==> config.mk <==
export PLATFORM = sky130hd
export DESIGN_NAME = alu_arbiter_flat
export DESIGN_NICKNAME = d
export VERILOG_FILES = /design/src/rtl/alu_arbiter_if.sv /design/src/rtl/alu_arbiter.sv /design/src/flat_wrapper.sv
export SDC_FILE = /design/constraint.sdc
export NUM_CORES = 1
export LEC_CHECK = 0
export CAP_MARGIN = 20
export CORE_AREA = 4 4 112 114
export DETAILED_ROUTE_END_ITERATION = 8
export DIE_AREA = 0 0 116 118
export DONT_BUFFER_PORTS = 1
export GPL_ROUTABILITY_DRIVEN = 0
export MAX_ROUTING_LAYER = met4
export PLACE_DENSITY = 0.63
export SETUP_SLACK_MARGIN = 0.1
export SLEW_MARGIN = 10
export SYNTH_ARGS = -nofsm -noshare
export SYNTH_HDL_FRONTEND = slang
export SYNTH_SLANG_ARGS = --single-unit
==> constraint.sdc <==
create_clock -name clk -period 1.91 [get_ports clk]
set_input_delay 0.382 -clock clk [delete_from_list [all_inputs] [get_ports clk]]
set_output_delay 0.382 -clock clk [all_outputs]
set_load 0.03 [all_outputs]
==> src/rtl/alu_arbiter_if.sv <==
// Bundles the two request channels, the ALU operand/result bus and the
// response channel of alu_arbiter. slave = arbiter view, master = environment view.
interface alu_arbiter_if #(
    parameter int WIDTH  = 32,
    parameter int INST_W = 8
);
    logic              req0_valid;
    logic              req0_ready;
    logic [INST_W-1:0] req0_inst;
    logic [WIDTH-1:0]  req0_a;
    logic [WIDTH-1:0]  req0_b;

    logic              req1_valid;
    logic              req1_ready;
    logic [INST_W-1:0] req1_inst;
    logic [WIDTH-1:0]  req1_a;
    logic [WIDTH-1:0]  req1_b;

    logic [INST_W-1:0] alu_inst;
    logic [WIDTH-1:0]  alu_a;
    logic [WIDTH-1:0]  alu_b;
    logic [WIDTH-1:0]  alu_o;
    logic              alu_statupd8;

    logic              rsp_valid;
    logic              rsp_ready;
    logic              rsp_id;
    logic [WIDTH-1:0]  rsp_o;
    logic              rsp_stat;
    logic              rsp_err;
    logic              busy;

    modport slave (
        input  req0_valid, req0_inst, req0_a, req0_b,
        output req0_ready,
        input  req1_valid, req1_inst, req1_a, req1_b,
        output req1_ready,
        output alu_inst, alu_a, alu_b,
        input  alu_o, alu_statupd8,
        output rsp_valid, rsp_id, rsp_o, rsp_stat, rsp_err,
        input  rsp_ready,
        output busy
    );

    modport master (
        output req0_valid, req0_inst, req0_a, req0_b,
        input  req0_ready,
        output req1_valid, req1_inst, req1_a, req1_b,
        input  req1_ready,
        input  alu_inst, alu_a, alu_b,
        output alu_o, alu_statupd8,
        input  rsp_valid, rsp_id, rsp_o, rsp_stat, rsp_err,
        output rsp_ready,
        input  busy
    );
endinterface

==> src/rtl/alu_arbiter.sv <==
// Round-robin arbiter sharing one combinational ALU between two requesters;
// one op in flight at a time: IDLE (accept) -> EXEC (drive ALU) -> RESP (return).
module alu_arbiter #(
    parameter int WIDTH    = 32,
    parameter int INST_W   = 8,
    parameter int MAX_INST = 4
) (
    input  logic          clk,
    input  logic          rst,
    alu_arbiter_if.slave  bus
);

    typedef enum logic [1:0] {
        IDLE = 2'd0,
        EXEC = 2'd1,
        RESP = 2'd2
    } state_t;

    localparam logic [INST_W-1:0] MAX_INST_L = INST_W'(MAX_INST);

    state_t            state_q, state_d;
    logic              last_gnt_q, last_gnt_d;
    logic              id_q, id_d;
    logic [INST_W-1:0] inst_q, inst_d;
    logic [WIDTH-1:0]  a_q, a_d;
    logic [WIDTH-1:0]  b_q, b_d;

    logic              rsp_valid_q, rsp_valid_d;
    logic              rsp_id_q, rsp_id_d;
    logic [WIDTH-1:0]  rsp_o_q, rsp_o_d;
    logic              rsp_stat_q, rsp_stat_d;
    logic              rsp_err_q, rsp_err_d;

    logic              any_valid;
    logic              sel;

    // Contention goes to the port that was not granted last.
    always_comb begin
        any_valid = bus.req0_valid | bus.req1_valid;
        if (bus.req0_valid && bus.req1_valid) begin
            sel = ~last_gnt_q;
        end else begin
            sel = bus.req1_valid;
        end
    end

    always_comb begin
        state_d     = state_q;
        last_gnt_d  = last_gnt_q;
        id_d        = id_q;
        inst_d      = inst_q;
        a_d         = a_q;
        b_d         = b_q;
        rsp_valid_d = rsp_valid_q;
        rsp_id_d    = rsp_id_q;
        rsp_o_d     = rsp_o_q;
        rsp_stat_d  = rsp_stat_q;
        rsp_err_d   = rsp_err_q;

        bus.req0_ready = 1'b0;
        bus.req1_ready = 1'b0;
        bus.alu_inst   = '0;
        bus.alu_a      = '0;
        bus.alu_b      = '0;

        case (state_q)
            IDLE: begin
                if (any_valid) begin
                    bus.req0_ready = ~sel;
                    bus.req1_ready = sel;
                    inst_d         = sel ? bus.req1_inst : bus.req0_inst;
                    a_d            = sel ? bus.req1_a    : bus.req0_a;
                    b_d            = sel ? bus.req1_b    : bus.req0_b;
                    last_gnt_d     = sel;
                    id_d           = sel;
                    state_d        = EXEC;
                end
            end
            EXEC: begin
                bus.alu_inst = inst_q;
                bus.alu_a    = a_q;
                bus.alu_b    = b_q;
                rsp_o_d      = bus.alu_o;
                rsp_stat_d   = bus.alu_statupd8;
                rsp_err_d    = (inst_q > MAX_INST_L);
                rsp_id_d     = id_q;
                rsp_valid_d  = 1'b1;
                state_d      = RESP;
            end
            RESP: begin
                if (bus.rsp_ready) begin
                    rsp_valid_d = 1'b0;
                    state_d     = IDLE;
                end
            end
            default: begin
                state_d = IDLE;
            end
        endcase
    end

    always_ff @(posedge clk) begin
        if (rst) begin
            state_q     <= IDLE;
            last_gnt_q  <= 1'b1;
            id_q        <= 1'b0;
            inst_q      <= '0;
            a_q         <= '0;
            b_q         <= '0;
            rsp_valid_q <= 1'b0;
            rsp_id_q    <= 1'b0;
            rsp_o_q     <= '0;
            rsp_stat_q  <= 1'b0;
            rsp_err_q   <= 1'b0;
        end else begin
            state_q     <= state_d;
            last_gnt_q  <= last_gnt_d;
            id_q        <= id_d;
            inst_q      <= inst_d;
            a_q         <= a_d;
            b_q         <= b_d;
            rsp_valid_q <= rsp_valid_d;
            rsp_id_q    <= rsp_id_d;
            rsp_o_q     <= rsp_o_d;
            rsp_stat_q  <= rsp_stat_d;
            rsp_err_q   <= rsp_err_d;
        end
    end

    always_comb begin
        bus.rsp_valid = rsp_valid_q;
        bus.rsp_id    = rsp_id_q;
        bus.rsp_o     = rsp_o_q;
        bus.rsp_stat  = rsp_stat_q;
        bus.rsp_err   = rsp_err_q;
        bus.busy      = (state_q != IDLE);
    end

endmodule

==> src/flat_wrapper.sv <==
// flat-port wrapper written by rule: the top's interface ports become plain ports
module alu_arbiter_flat 
#(
    parameter int WIDTH    = 32,
    parameter int INST_W   = 8,
    parameter int MAX_INST = 4
)
  (clk, rst, bus_req0_valid, bus_req0_inst, bus_req0_a, bus_req0_b, bus_req0_ready, bus_req1_valid, bus_req1_inst, bus_req1_a, bus_req1_b, bus_req1_ready, bus_alu_inst, bus_alu_a, bus_alu_b, bus_alu_o, bus_alu_statupd8, bus_rsp_valid, bus_rsp_id, bus_rsp_o, bus_rsp_stat, bus_rsp_err, bus_rsp_ready, bus_busy);
  alu_arbiter_if #(.WIDTH(WIDTH), .INST_W(INST_W)) bus_i ();
  input  logic clk;
  input  logic rst;
  input wire logic [$bits(bus_i.req0_valid)-1:0] bus_req0_valid;
  input wire logic [$bits(bus_i.req0_inst)-1:0] bus_req0_inst;
  input wire logic [$bits(bus_i.req0_a)-1:0] bus_req0_a;
  input wire logic [$bits(bus_i.req0_b)-1:0] bus_req0_b;
  output wire logic [$bits(bus_i.req0_ready)-1:0] bus_req0_ready;
  input wire logic [$bits(bus_i.req1_valid)-1:0] bus_req1_valid;
  input wire logic [$bits(bus_i.req1_inst)-1:0] bus_req1_inst;
  input wire logic [$bits(bus_i.req1_a)-1:0] bus_req1_a;
  input wire logic [$bits(bus_i.req1_b)-1:0] bus_req1_b;
  output wire logic [$bits(bus_i.req1_ready)-1:0] bus_req1_ready;
  output wire logic [$bits(bus_i.alu_inst)-1:0] bus_alu_inst;
  output wire logic [$bits(bus_i.alu_a)-1:0] bus_alu_a;
  output wire logic [$bits(bus_i.alu_b)-1:0] bus_alu_b;
  input wire logic [$bits(bus_i.alu_o)-1:0] bus_alu_o;
  input wire logic [$bits(bus_i.alu_statupd8)-1:0] bus_alu_statupd8;
  output wire logic [$bits(bus_i.rsp_valid)-1:0] bus_rsp_valid;
  output wire logic [$bits(bus_i.rsp_id)-1:0] bus_rsp_id;
  output wire logic [$bits(bus_i.rsp_o)-1:0] bus_rsp_o;
  output wire logic [$bits(bus_i.rsp_stat)-1:0] bus_rsp_stat;
  output wire logic [$bits(bus_i.rsp_err)-1:0] bus_rsp_err;
  input wire logic [$bits(bus_i.rsp_ready)-1:0] bus_rsp_ready;
  output wire logic [$bits(bus_i.busy)-1:0] bus_busy;
  assign bus_i.req0_valid = bus_req0_valid;
  assign bus_i.req0_inst = bus_req0_inst;
  assign bus_i.req0_a = bus_req0_a;
  assign bus_i.req0_b = bus_req0_b;
  assign bus_req0_ready = bus_i.req0_ready;
  assign bus_i.req1_valid = bus_req1_valid;
  assign bus_i.req1_inst = bus_req1_inst;
  assign bus_i.req1_a = bus_req1_a;
  assign bus_i.req1_b = bus_req1_b;
  assign bus_req1_ready = bus_i.req1_ready;
  assign bus_alu_inst = bus_i.alu_inst;
  assign bus_alu_a = bus_i.alu_a;
  assign bus_alu_b = bus_i.alu_b;
  assign bus_i.alu_o = bus_alu_o;
  assign bus_i.alu_statupd8 = bus_alu_statupd8;
  assign bus_rsp_valid = bus_i.rsp_valid;
  assign bus_rsp_id = bus_i.rsp_id;
  assign bus_rsp_o = bus_i.rsp_o;
  assign bus_rsp_stat = bus_i.rsp_stat;
  assign bus_rsp_err = bus_i.rsp_err;
  assign bus_i.rsp_ready = bus_rsp_ready;
  assign bus_busy = bus_i.busy;
  alu_arbiter #(.WIDTH(WIDTH), .INST_W(INST_W), .MAX_INST(MAX_INST)) u_core (.clk(clk), .rst(rst), .bus(bus_i));
endmodule
==> results by group <==
Status
  – Status: completed

Worst hold path
  – Min-delay worst type: in -> reg
  – Min-Delay Path Depth: 1
  – Hold path start: rst
  – Hold Path Sink: u_core.b_q[14]$_SDFFE_PP0P_

Synth
  – Synth Cell Area: 5391 µm²
  – Syn Inst Count: 683
  – Syn nets: 865
  – Synth top area share: 0.4159
  – Synth Area per Inst: 7.894 µm²
  – Yosys top cell by area: dfxtp_1
  – Cell variety after synth: 30
  – Synth area leaders: dfxtp_1 (42%), and2_1 (8.4%), nand2_1 (7.2%), a31oi_1 (6.4%), nand4_1 (6.4%)
  – Register area share after synthesis: 0.4159
  – Synth Warn #: 0
  – Flops & latches, synth: 112

Floorplan
  – Core area: 11,420 µm²
  – Std-Cell Rows: 39
  – I/O pin cnt: 293
  – Die width: 116 µm
  – DIE HEIGHT: 118 µm
  – Die area: 13,690 µm²
  – Initial core utilization: 0.4722

Layout
  – # diodes: 0
  – Layout cells sized above 1: 0.2469
  – Layout area overhead: 30.96%
  – Most frequent cells in the layout: dfxtp_1 (110), nand2_1 (103), nand3_1 (55), nand4_1 (55), a31oi_1 (55)
  – Nets: 906
  – Most common cell after layout, fill and taps aside: dfxtp_1
  – Final non-filler cell total: 872
  – Fill count: 978
  – Cell area after layout: 7061 µm²

Worst setup path
  – Slowest CP cell: dfxtp_4
  – Setup crit start kind: register
  – R2r endpoint: u_core.inst_q[0]$_SDFFE_PP0P_
  – FF-to-FF setup slack: 0.23 ns
  – WS Path Type: reg -> out
  – CP required: 1.53 ns
  – Worst EP arrival: 1.51 ns
  – Worst Path Max Fanout: 5
  – CP peak stage delay: 0.34 ns
  – RR Startpoint: u_core.state_q[0]$_SDFFE_PP0P_
  – Critical-path cell list: nor2b_4 > buf_6 > buf_8 > clkbuf_16 > and2_4 > buf_12
  – Worst Reg-to-Reg Cells: 6
  – Nature of the critical path endpoint: output port

Timing
  – Fmax: 528.2 MHz
  – Period minus WS final: 1.893 ns
  – Slew Limit Fails: 0
  – RSZ-0062 raised after global routing: true
  – Setup violation total in the final timing report: 0
  – Final Hold Vio Count: 0
  – Tightest Pin Transition: 0.5240 ns
  – Clock Skew: 0.01082 ns
  – Max_slew headroom: 0.6507
  – Tcrit/Tclk final: 0.9913
  – Setup ws final: 0.01666 ns

Clock network
  – Bufs on Longest Clock Path: 2
  – TritonCTS clock tree: yes
  – Clk slew on worst S/H paths: 0.07 ns
  – H-tree lvl count: 3
  – Root Driver: clkbuf_16
  – # hold bufs at CTS: 0
  – Clk sinks: 112
  – TritonCTS Buffers: 9
  – Clock insertion delay at the later pin of the skew report: 0.35 ns

Place
  – Dpl cell area: 6200 µm²
  – Dpl hpwl: 11,710 µm
  – Port Buf Inserts: 0
  – Placed cells: 836
  – Pre-CTS setup slack: 0.2747 ns

Global route
  – Initial antenna violation count: 0
  – Grt total ovfl: 0
  – Tot GR Track Use: 0.2581
  – Largest net degree at the start of global routing: 113
  – First-pass GRT wire length: 27,590 µm
  – Via count of the first global-routing pass: 5,244

Pwr
  – Max rail drop VDD: 684.7 µV
  – Tot Pwr: 6.024 mW
  – Leak: 2.609 nW
  – Pwr per Cell Area: 853.3 nW/µm²

Detailed routing
  – Via Count: 5,411
  – Final wirelength: 18,370 µm
  – Antenna-violating nets left: 0
  – DRC: 0
  – DR iter-0 viols: 469
  – Routed wire length per instance: 21.07 µm
  – Vias per inst: 6.205
  – DRT Pass-1 Iters: 7

Flow run
  – Max-Cap Viols: 0
worst max-delay path by stage:
stage	endpoint	from	slack, ns	cells past startpoint
4_1_cts	bus_alu_a[13]	u_core.state_q[0]$_SDFFE_PP0P_	0.02	6
3_3_place_gp	bus_alu_a[6]	u_core.state_q[0]$_SDFFE_PP0P_	0.32	4
6_report	bus_alu_a[1]	u_core.state_q[0]$_SDFFE_PP0P_	0.02	6
2_1_floorplan	bus_req0_ready	bus_req1_valid	0.27	4
5_1_grt	bus_alu_inst[3]	u_core.state_q[0]$_SDFFE_PP0P_	-0.03	6
3_5_place_dp	bus_alu_a[12]	u_core.state_q[0]$_SDFFE_PP0P_	0.27	4
stage by stage:
step           setup TNS (ns)  utilization  hold slack (ns)
2_1_floorplan               0            -           0.4284
3_3_place_gp                0       0.5430           0.4511
3_5_place_dp                0       0.5430           0.4570
4_1_cts                     0       0.5915          0.08661
5_1_grt               -0.2941       0.6183          0.08454
6_report                    0       0.6183           0.1113
registers in the layout (all words and copies together), names as in the netlist:
register	cells
u_core.a_q	32
u_core.b_q	32
u_core.bus.rsp_err	1
u_core.bus.rsp_o	32
u_core.bus.rsp_id	1
u_core.bus.rsp_valid	1
u_core.inst_q	8
u_core.last_gnt_q	1
u_core.state_q	2
u_core.bus.rsp_stat	1
u_core.id_q	1
power by group:
group	internal [mW]	switching [mW]
Sequential	2.55	0.230
Combinational	0.617	0.797
Clock	0.909	0.922
cell type report:
class                           count  area, µm²  area share
Sequential cell                   112       2250      0.3186
Clock inverter                      6      52.55    0.007443
Inverter                            3      11.26    0.001595
Multi-Input combinational cell    489       2826      0.4003
Tap cell                          143      178.9     0.02534
Timing Repair Buffer              109       1513      0.2142
Clock buffer                       10      229.0     0.03243
cell families after synthesis:
family          count (synthesis)  share of synthesized area
flops                         112                     0.4159
compound gates                188                     0.2147
buf+inv                        82                    0.08076
simple gates                  301                     0.2887
metal layers:
metal  part of all wire  track usage
met1               0.37       0.3133
met2               0.50       0.4119
met3              0.099      0.06632
met4              0.025      0.09282
met5                  0            -
synth_stat cells:
library cell / count
nand4_1: 55
dfxtp_1: 112
clkbuf_1: 23
buf_2: 39
a311oi_2: 10
nand2_1: 104
or2_1: 1
a21boi_2: 1
a311oi_1: 8
a21bo_1: 1
nor2_4: 1
and2_1: 72
nand3_1: 55
buf_6: 5
inv_1: 2
a21oi_1: 53
o21ai_1: 7
a31oi_1: 55
nor2_2: 1
nor2_1: 7
inv_2: 1
or4_1: 1
nand2b_1: 2
buf_1: 1
nor2b_1: 1
nor2_8: 1
buf_4: 11
o21ai_0: 51
a211oi_1: 1
a211o_1: 1
critical path: cells and delay by family (launching register included):
| kind | cells | cell delay, ns |
|---|---|---|
| and+or+nand+nor | 2 | 0.29 |
| buffers and inverters | 4 | 0.53 |
| DFF | 1 | 0.34 |
timing repair:
action | in CTS | in global routing
buffers inserted | 7 | 7
gates cloned | 3 | 3
gates resized for setup | 49 | 50
setup endpoints to repair | 73 | 74
pin swaps | 2 | 17
Power figures use the tool's default switching activity.
